`src/rtl/pipe_mux_pkg.sv`:
```
// Shared constants and helpers for the pipeline N-way registered selector.
package pipe_mux_pkg;

  localparam int MODE_SEL = 0;
  localparam int MODE_RR  = 1;

  localparam int DEF_N         = 4;
  localparam int DEF_IN_WIDTH  = 9;
  localparam int DEF_OUT_WIDTH = 8;

  function automatic int clog2(input int v);
    int r;
    r = 0;
    for (int i = 0; i < 31; i++) begin
      if ((1 << i) < v) r = i + 1;
    end
    return r;
  endfunction

endpackage

```
`src/rtl/pipe_mux_stage_if.sv`:
```
// Channel-side and output-side handshake bundle of the pipeline selector.
interface pipe_mux_stage_if
  import pipe_mux_pkg::*;
#(
  parameter int N         = DEF_N,
  parameter int IN_WIDTH  = DEF_IN_WIDTH,
  parameter int OUT_WIDTH = DEF_OUT_WIDTH,
  parameter int SELW      = clog2(N)
);

  logic [N*IN_WIDTH-1:0] in_data;
  logic [N-1:0]          in_valid;
  logic [N-1:0]          in_ready;
  logic [SELW-1:0]       sel;
  logic [OUT_WIDTH-1:0]  out_data;
  logic [SELW-1:0]       out_src;
  logic                  out_valid;
  logic                  out_ready;

  // slave is the selector itself, master is whatever surrounds it
  modport slave (
    input  in_data, in_valid, sel, out_ready,
    output in_ready, out_data, out_src, out_valid
  );

  modport master (
    output in_data, in_valid, sel, out_ready,
    input  in_ready, out_data, out_src, out_valid
  );

endinterface

```
`src/rtl/pipe_skid_buf.sv`:
```
// Output register plus one-entry skid; upstream ready is the registered skid-empty flag.
module pipe_skid_buf #(
  parameter int WIDTH = 8
) (
  input  logic             clk,
  input  logic             rst,
  input  logic [WIDTH-1:0] in_data,
  input  logic             in_valid,
  output logic             in_ready,
  output logic [WIDTH-1:0] out_data,
  output logic             out_valid,
  input  logic             out_ready
);

  logic             skid_full;
  logic [WIDTH-1:0] skid_data;
  logic             accept;
  logic             load;

  assign in_ready = !skid_full;
  assign accept   = in_valid && in_ready;
  assign load     = !out_valid || out_ready;

  always_ff @(posedge clk or posedge rst) begin
    if (rst) begin
      out_valid <= 1'b0;
      out_data  <= '0;
      skid_full <= 1'b0;
      skid_data <= '0;
    end else if (load) begin
      // skid always holds the older word, so it drains before anything new
      if (skid_full) begin
        out_data  <= skid_data;
        out_valid <= 1'b1;
        skid_full <= 1'b0;
      end else if (accept) begin
        out_data  <= in_data;
        out_valid <= 1'b1;
      end else begin
        out_valid <= 1'b0;
      end
    end else if (accept) begin
      skid_data <= in_data;
      skid_full <= 1'b1;
    end
  end

endmodule

```
`src/rtl/pipe_mux_stage.sv`:
```
// N-way registered selector: explicit-select or round-robin grant, resize to OUT_WIDTH,
// then a skid-buffered output register carrying the word and its source channel.
module pipe_mux_stage
  import pipe_mux_pkg::*;
#(
  parameter int N         = DEF_N,
  parameter int IN_WIDTH  = DEF_IN_WIDTH,
  parameter int OUT_WIDTH = DEF_OUT_WIDTH,
  parameter int MODE      = MODE_SEL
) (
  input logic             clk,
  input logic             rst,
  pipe_mux_stage_if.slave bus
);

  localparam int SELW = clog2(N);
  localparam int BW   = OUT_WIDTH + SELW;
  localparam logic [SELW:0] N_W = (SELW+1)'(N);

  logic [SELW-1:0]     rr_ptr;
  logic [SELW-1:0]     gnt;
  logic [SELW-1:0]     off;
  logic                gnt_vld;
  logic                buf_ready;
  logic                accept;
  logic [N-1:0]        rot;
  logic [SELW:0]       gsum;
  logic [SELW:0]       nsum;
  logic [IN_WIDTH-1:0] word;
  logic [BW-1:0]       buf_out;

  always_comb begin
    gnt_vld = 1'b0;
    gnt     = '0;
    off     = '0;
    gsum    = '0;
    rot     = N'({bus.in_valid, bus.in_valid} >> rr_ptr);
    if (MODE == MODE_RR) begin
      // descending scan leaves the smallest offset from the pointer as winner
      for (int k = N - 1; k >= 0; k--) begin
        if (rot[k]) begin
          gnt_vld = 1'b1;
          off     = SELW'(k);
        end
      end
      gsum = {1'b0, rr_ptr} + {1'b0, off};
      gnt  = (gsum >= N_W) ? SELW'(gsum - N_W) : gsum[SELW-1:0];
    end else begin
      for (int i = 0; i < N; i++) begin
        if (bus.sel == SELW'(i) && bus.in_valid[i]) begin
          gnt_vld = 1'b1;
          gnt     = SELW'(i);
        end
      end
    end
  end

  always_comb begin
    word = '0;
    for (int i = 0; i < N; i++) begin
      if (gnt == SELW'(i)) word = bus.in_data[i*IN_WIDTH +: IN_WIDTH];
    end
  end

  always_comb begin
    bus.in_ready = '0;
    for (int i = 0; i < N; i++) begin
      bus.in_ready[i] = gnt_vld && (gnt == SELW'(i)) && buf_ready && !rst;
    end
  end

  assign accept = gnt_vld && buf_ready && !rst;
  assign nsum   = {1'b0, gnt} + (SELW+1)'(1);

  always_ff @(posedge clk or posedge rst) begin
    if (rst) begin
      rr_ptr <= '0;
    end else if (accept) begin
      rr_ptr <= (nsum >= N_W) ? '0 : nsum[SELW-1:0];
    end
  end

  pipe_skid_buf #(.WIDTH(BW)) u_skid (
    .clk       (clk),
    .rst       (rst),
    .in_data   ({gnt, OUT_WIDTH'(word)}),
    .in_valid  (gnt_vld && !rst),
    .in_ready  (buf_ready),
    .out_data  (buf_out),
    .out_valid (bus.out_valid),
    .out_ready (bus.out_ready)
  );

  assign bus.out_src  = buf_out[BW-1 -: SELW];
  assign bus.out_data = buf_out[OUT_WIDTH-1:0];

endmodule

```
`src/flat_wrapper.sv`:
```
// flat-port wrapper written by rule: the top's interface ports become plain ports
module pipe_mux_stage_flat import pipe_mux_pkg::*;
#(
  parameter int N         = DEF_N,
  parameter int IN_WIDTH  = DEF_IN_WIDTH,
  parameter int OUT_WIDTH = DEF_OUT_WIDTH,
  parameter int MODE      = MODE_SEL
)
  (clk, rst, bus_in_data, bus_in_valid, bus_sel, bus_out_ready, bus_in_ready, bus_out_data, bus_out_src, bus_out_valid);
  pipe_mux_stage_if #(.N(N), .IN_WIDTH(IN_WIDTH), .OUT_WIDTH(OUT_WIDTH)) bus_i ();
  input logic clk;
  input logic rst;
  input wire logic [$bits(bus_i.in_data)-1:0] bus_in_data;
  input wire logic [$bits(bus_i.in_valid)-1:0] bus_in_valid;
  input wire logic [$bits(bus_i.sel)-1:0] bus_sel;
  input wire logic [$bits(bus_i.out_ready)-1:0] bus_out_ready;
  output wire logic [$bits(bus_i.in_ready)-1:0] bus_in_ready;
  output wire logic [$bits(bus_i.out_data)-1:0] bus_out_data;
  output wire logic [$bits(bus_i.out_src)-1:0] bus_out_src;
  output wire logic [$bits(bus_i.out_valid)-1:0] bus_out_valid;
  assign bus_i.in_data = bus_in_data;
  assign bus_i.in_valid = bus_in_valid;
  assign bus_i.sel = bus_sel;
  assign bus_i.out_ready = bus_out_ready;
  assign bus_in_ready = bus_i.in_ready;
  assign bus_out_data = bus_i.out_data;
  assign bus_out_src = bus_i.out_src;
  assign bus_out_valid = bus_i.out_valid;
  pipe_mux_stage #(.N(N), .IN_WIDTH(IN_WIDTH), .OUT_WIDTH(OUT_WIDTH), .MODE(MODE)) u_core (.clk(clk), .rst(rst), .bus(bus_i));
endmodule
```
`config.mk`:
```
export PLATFORM = sky130hd
export DESIGN_NAME = pipe_mux_stage_flat
export DESIGN_NICKNAME = d
export VERILOG_FILES = /design/src/rtl/pipe_mux_pkg.sv /design/src/rtl/pipe_mux_stage_if.sv /design/src/rtl/pipe_skid_buf.sv /design/src/rtl/pipe_mux_stage.sv /design/src/flat_wrapper.sv
export SDC_FILE = /design/constraint.sdc
export NUM_CORES = 1
export LEC_CHECK = 0
export CAP_MARGIN = 15
export CORE_UTILIZATION = 35
export DETAILED_ROUTE_END_ITERATION = 10
export PLACE_DENSITY = 0.66
export SKIP_CTS_REPAIR_TIMING = 1
export SLEW_MARGIN = 10
export SYNTH_ARGS = -nofsm -noshare
export SYNTH_HDL_FRONTEND = slang
export SYNTH_HIERARCHICAL = 1
export SYNTH_SLANG_ARGS = --single-unit
```
`constraint.sdc`:
```
create_clock -name clk -period 1.2 [get_ports clk]
set_input_delay 0.24 -clock clk [delete_from_list [all_inputs] [get_ports clk]]
set_output_delay 0.24 -clock clk [all_outputs]
set_load 0.01 [all_outputs]
```
# --- Word level (Yosys, flattened, before mapping) ---
# Index checks and enable logic that the tools add are counted.
word_totals:
  out_inout_bits: 15
  in_bits: 45
  ff_bits: 22
  elab_cells: 56
op_classes:
  eq_ne: 6
  bitwise: 1
  reduce_logical: 28
  muxes: 17
op_table:
  columns: ["operator", "n"]
  rows:
  - ["$mux 8", 4]
  - ["$mux 10", 2]
  - ["$logic_and 1x1->1", 18]
  - ["$mux 1", 9]
  - ["$eq 2x2->1 const B", 4]
  - ["$eq 2x1->1 const B", 2]
  - ["$logic_not 2->1", 2]
  - ["$mux 2", 2]
  - ["$reduce_and 2->1", 2]
  - ["$reduce_bool 2->1", 2]
  - ["$logic_not 1->1", 3]
  - ["$logic_or 1x1->1", 1]
  - ["$not 1->1", 1]

# --- Depth between registers and ports, before layout ---
logic_depth:
  depth_word: 12
  depth_mapped: 9
  depth_no_buf: 7

# --- By module ---
# The synthesis kept the hierarchy.
modules_own_cells:
  columns: ["module", "cells_per_inst", "area_per_inst_um2", "instances"]
  rows:
  - ["pipe_skid_buf", 63, 1031.0, 1]
  - ["pipe_mux_stage", 78, 535.5, 1]

# --- Worst setup path before layout ---
# Ideal clock, no wire load.
synth_path:
  path_type: "input to register"
  startpoint: "input port bus_in_valid[2]"
  endpoint: "register u_core.u_skid.skid_data[6]"
  setup_time_ps: 128
  required_ps: 1072
  t_arrival_ps: 1595
  slack_ps: -522
  path_stages: 9
  path_cell_list: "buf_2 -> and2b_1 -> o21ai_1 -> inv_2 -> nor2_1 -> nor2_1 -> nor3b_2 -> buf_4 -> mux2_1"
synth_via:
  elab_chain_len: 8
synth_lines:
  columns: ["element", "line", "source"]
  rows:
  - ["start, declared", "flat_wrapper.sv:14", "input wire logic [$bits(bus_i.in_valid)-1:0] bus_in_valid;"]
  - ["$logic_and 1x1->1 *", "pipe_mux_stage.sv:50", "if (bus.sel == SELW'(i) && bus.in_valid[i]) begin"]
  - ["$mux 2 * (2 in a row)", "pipe_mux_stage.sv:50", null]
  - ["via u_core.gnt[1]", "pipe_mux_stage.sv:21", "logic [SELW-1:0] gnt;"]
  - ["$logic_not 2->1", "pipe_mux_stage.sv:61", "if (gnt == SELW'(i)) word = bus.in_data[i*IN_WIDTH +: IN_WIDTH];"]
  - ["$mux 8 (3 in a row)", "pipe_mux_stage.sv:61", null]
  - ["$mux 8 *", "pipe_mux_stage.sv:61", null]
  - ["end signal, assigned", "pipe_skid_buf.sv:43", "skid_data <= in_data;"]
  - ["end, declared", "pipe_skid_buf.sv:16", "logic [WIDTH-1:0] skid_data;"]
# The timed path passes the listed nets; every way through them passes the cells marked *.
# A chain may end at the register's enable or synchronous reset.

# --- Worst setup path in the final report ---
layout_path:
  startpoint: "input port bus_sel[0]"
  endpoint: "register u_core.u_skid.skid_data[8]"
layout_via:
  elab_chain_len: 9
layout_lines:
  columns: ["element", "line", "source"]
  rows:
  - ["start, declared", "flat_wrapper.sv:15", "input wire logic [$bits(bus_i.sel)-1:0] bus_sel;"]
  - ["$logic_not 2->1", "pipe_mux_stage.sv:50", null]
  - ["$logic_and 1x1->1", "pipe_mux_stage.sv:50", null]
  - ["$mux 1 (4 in a row)", "pipe_mux_stage.sv:50", null]
  - ["$logic_and 1x1->1", "pipe_mux_stage.sv:87", ".in_valid (gnt_vld && !rst),"]
  - ["$logic_and 1x1->1", "pipe_skid_buf.sv:21", "assign accept = in_valid && in_ready;"]
  - ["$reduce_and 2->1 (no line)", null, null]
# Several ways; a longest one is shown, not always the timed one.

==> impl_metrics.json <==
{
  "vdd_drop_max_mv": 1.04,
  "whs_ns": 0.000255,
  "grt_pass1_wl_um": 7200,
  "synth_cell_types": 32,
  "area_growth_pct": 78.6,
  "grtUsageMet1_pct": 25.1,
  "violations": "negative setup slack",
  "ys_async_sr_fraction_pct": 100,
  "cp_data_arrival_time_ns": 1.73,
  "slew_viol_final": 0,
  "dp_slack_ns": -1.08,
  "grt_overflow_total": 0,
  "layout_setup_ws_ns": -0.375,
  "path_max_fanout": 5,
  "hold_viol_final": 0,
  "finalSetupViolCount": 24,
  "cts_buffer_depth": 2,
  "dp_hpwl_um": 3550,
  "clk_pin_slew_ns": 0.08,
  "cts_tree": "yes",
  "dieWidth_um": 68.9,
  "layout.nets": 271,
  "rows": 23,
  "finalSetupTns_ns": -7.43,
  "syn_area_um2": 1570,
  "remaining_drc_errors": 0,
  "post_synth.cell_area_avg_um2": 11.1,
  "crit_chain": "buf_8, and2b_2, o21ai_4, inv_2, nor2_4, nor2_4, nor3b_4, clkbuf_16, mux2_4",
  "dp_cells": 264,
  "skew_ns": 0.00456,
  "synth_area_leader_cell": "dfrtp_1",
  "grt_max_degree": 22,
  "antenna_found_initial": 0,
  "finalCritPeriodShare_pct": 131,
  "gp_congestion": 0.878,
  "synth_seq_cells": 22,
  "numPortBuffers": 55,
  "fmax_mhz": 635,
  "rsz0062_at_grt": "yes",
  "drt_iter0_drc": 57,
  "path_common_cell": "nor2_4",
  "grtUsageMet2_pct": 36.9,
  "die_area_um2": 4750,
  "max_stage_delay_ns": 0.32,
  "core_area_um2": 4140,
  "placed_area_um2": 2430,
  "worstSetupEndpointType": "register",
  "first_global_vias": 1519,
  "crit_path_start_kind": "input pin",
  "finalWirelength_um": 5060,
  "antennaDiodeCount": 0,
  "grtUsageMet3_pct": 3.45,
  "cts.sinks": 22,
  "ios": 60,
  "worst_slew_pin_slew_ns": 0.307,
  "synth_edf_count": 0,
  "yosys-top-cells-count": "22 x dfrtp_1, 16 x mux2_4, 12 x mux2_2",
  "path_class": "in -> reg",
  "p_total_mw": 3.24,
  "final_cells": 275,
  "drv_cap": 0,
  "required_ns": 1.36,
  "cp_slowest_cell": "nor3b_4",
  "hold_path.class": "in -> async",
  "slew_headroom_pct": 79.5,
  "synthFlopType": "dfrtp_1",
  "syn_inst": 141,
  "synth_fp_nets": 186,
  "synth_top_area_share_pct": 35.1,
  "htreeDepth": 1,
  "layout_min_cycle_time_ns": 1.58,
  "design_area_um2": 2800,
  "outcome": "complete, but fails checks",
  "via_count": 1496,
  "drtPass1Iterations": 4,
  "drive_gt1_share_pct": 53.3,
  "wire_per_inst_um": 18.4,
  "busiest_layer": "met2",
  "cts_root_buf": "clkbuf_8",
  "powerDensity_nw_per_um2": 1160,
  "p_leak_nw": 1.49,
  "yosysMostFrequentCell": "dfrtp_1",
  "worstSkewPairLatency_ns": 0.27,
  "ant_nets": 0,
  "yosys_warnings": 6,
  "die_h_um": 68.9,
  "vias_per_cell": 5.44,
  "start_util_pct": 37.8,
  "fin_util_pct": 67.5,
  "synth_area_leaders": "dfrtp_1 35%, mux2_4 15%, mux2_2 8.6%",
  "cts_buffers": 3,
  "ys_seq_area_share_pct": 35.1,
  "grt_use_total_pct": 21.0
}
==> critical path: cells and delay by family <==
family / cells / cell delay, ns
mux: 1 / 0.30
simple gates: 4 / 0.72
buf+inv: 3 / 0.40
compound gates: 1 / 0.08
==> path summary, 6_finish.rpt <==
path	startpoint	to	slack, ns	cells after the start
worst max-delay path	bus_sel[0]	u_core/u_skid/skid_data[8]	-0.38	9
worst min-delay path	rst	u_core/u_skid/out_data[7]	0.0003	3
worst max register to register	u_core/u_skid/skid_full	u_core/u_skid/skid_data[8]	-0.37	4
worst min register to register	u_core/u_skid/out_data[0]	u_core/u_skid/out_data[0]	0.51	1
max in group asynchronous	rst	u_core/u_skid/skid_data[7]	0.88	4
min in group clk	u_core/u_skid/out_data[0]	u_core/u_skid/out_data[0]	0.51	1
==> state kept, by name, indices dropped and copies added, names as in the netlist <==
signal / cells
u_core/u_skid/out_data: 10
u_core/u_skid/out_valid: 1
u_core/u_skid/skid_data: 10
u_core/u_skid/skid_full: 1
==> power by group <==
group	switching (mW)	internal, mW
logic	0.492	0.897
registers	0.158	0.997
clock network	0.253	0.446
==> placed cells by master, fill, tap and decap left out, drive strengths merged, types with 7 or more instances in the layout <==
cell type      synthesis  routed
buf                   10      39
mux2                  31      31
dlymetal6s2s           0      30
dfrtp                 22      22
clkdlybuf4s50          0      17
a21oi                 11      11
inv                   10      10
o221ai                10      10
clkbuf                 0       7
nor2                   7       7
==> logic make-up (layout without fill, tap and decap cells) <==
kind of cell | count (synthesis) | after routing | synth area share (%)
flops | 22 | 22 | 35.1
compound gates | 36 | 36 | 18.5
mux | 34 | 34 | 28.0
simple gates | 29 | 29 | 10.8
buf+inv | 20 | 104 | 7.51
==> area by class of cell <==
cell class | instances | area [um2]
sequential | 22 | 551
fill | 331 | 1350
clock inverter | 1 | 30.0
inverter | 10 | 37.5
timing repair buffer | 90 | 968
multi-input combinational | 99 | 1110
tap | 50 | 62.6
clock buffer | 3 | 41.3
==> per-layer routing <==
| metal | vias to the layer above | share of wire (%) |
|---|---|---|
| met5 | - | 0 |
| met4 | 0 | 1.3 |
| met3 | 6 | 3.7 |
| met2 | 47 | 53 |
| met1 | 740 | 42 |
| li1 | 703 | - |
Note: power is estimated with default switching activity, not from simulation.
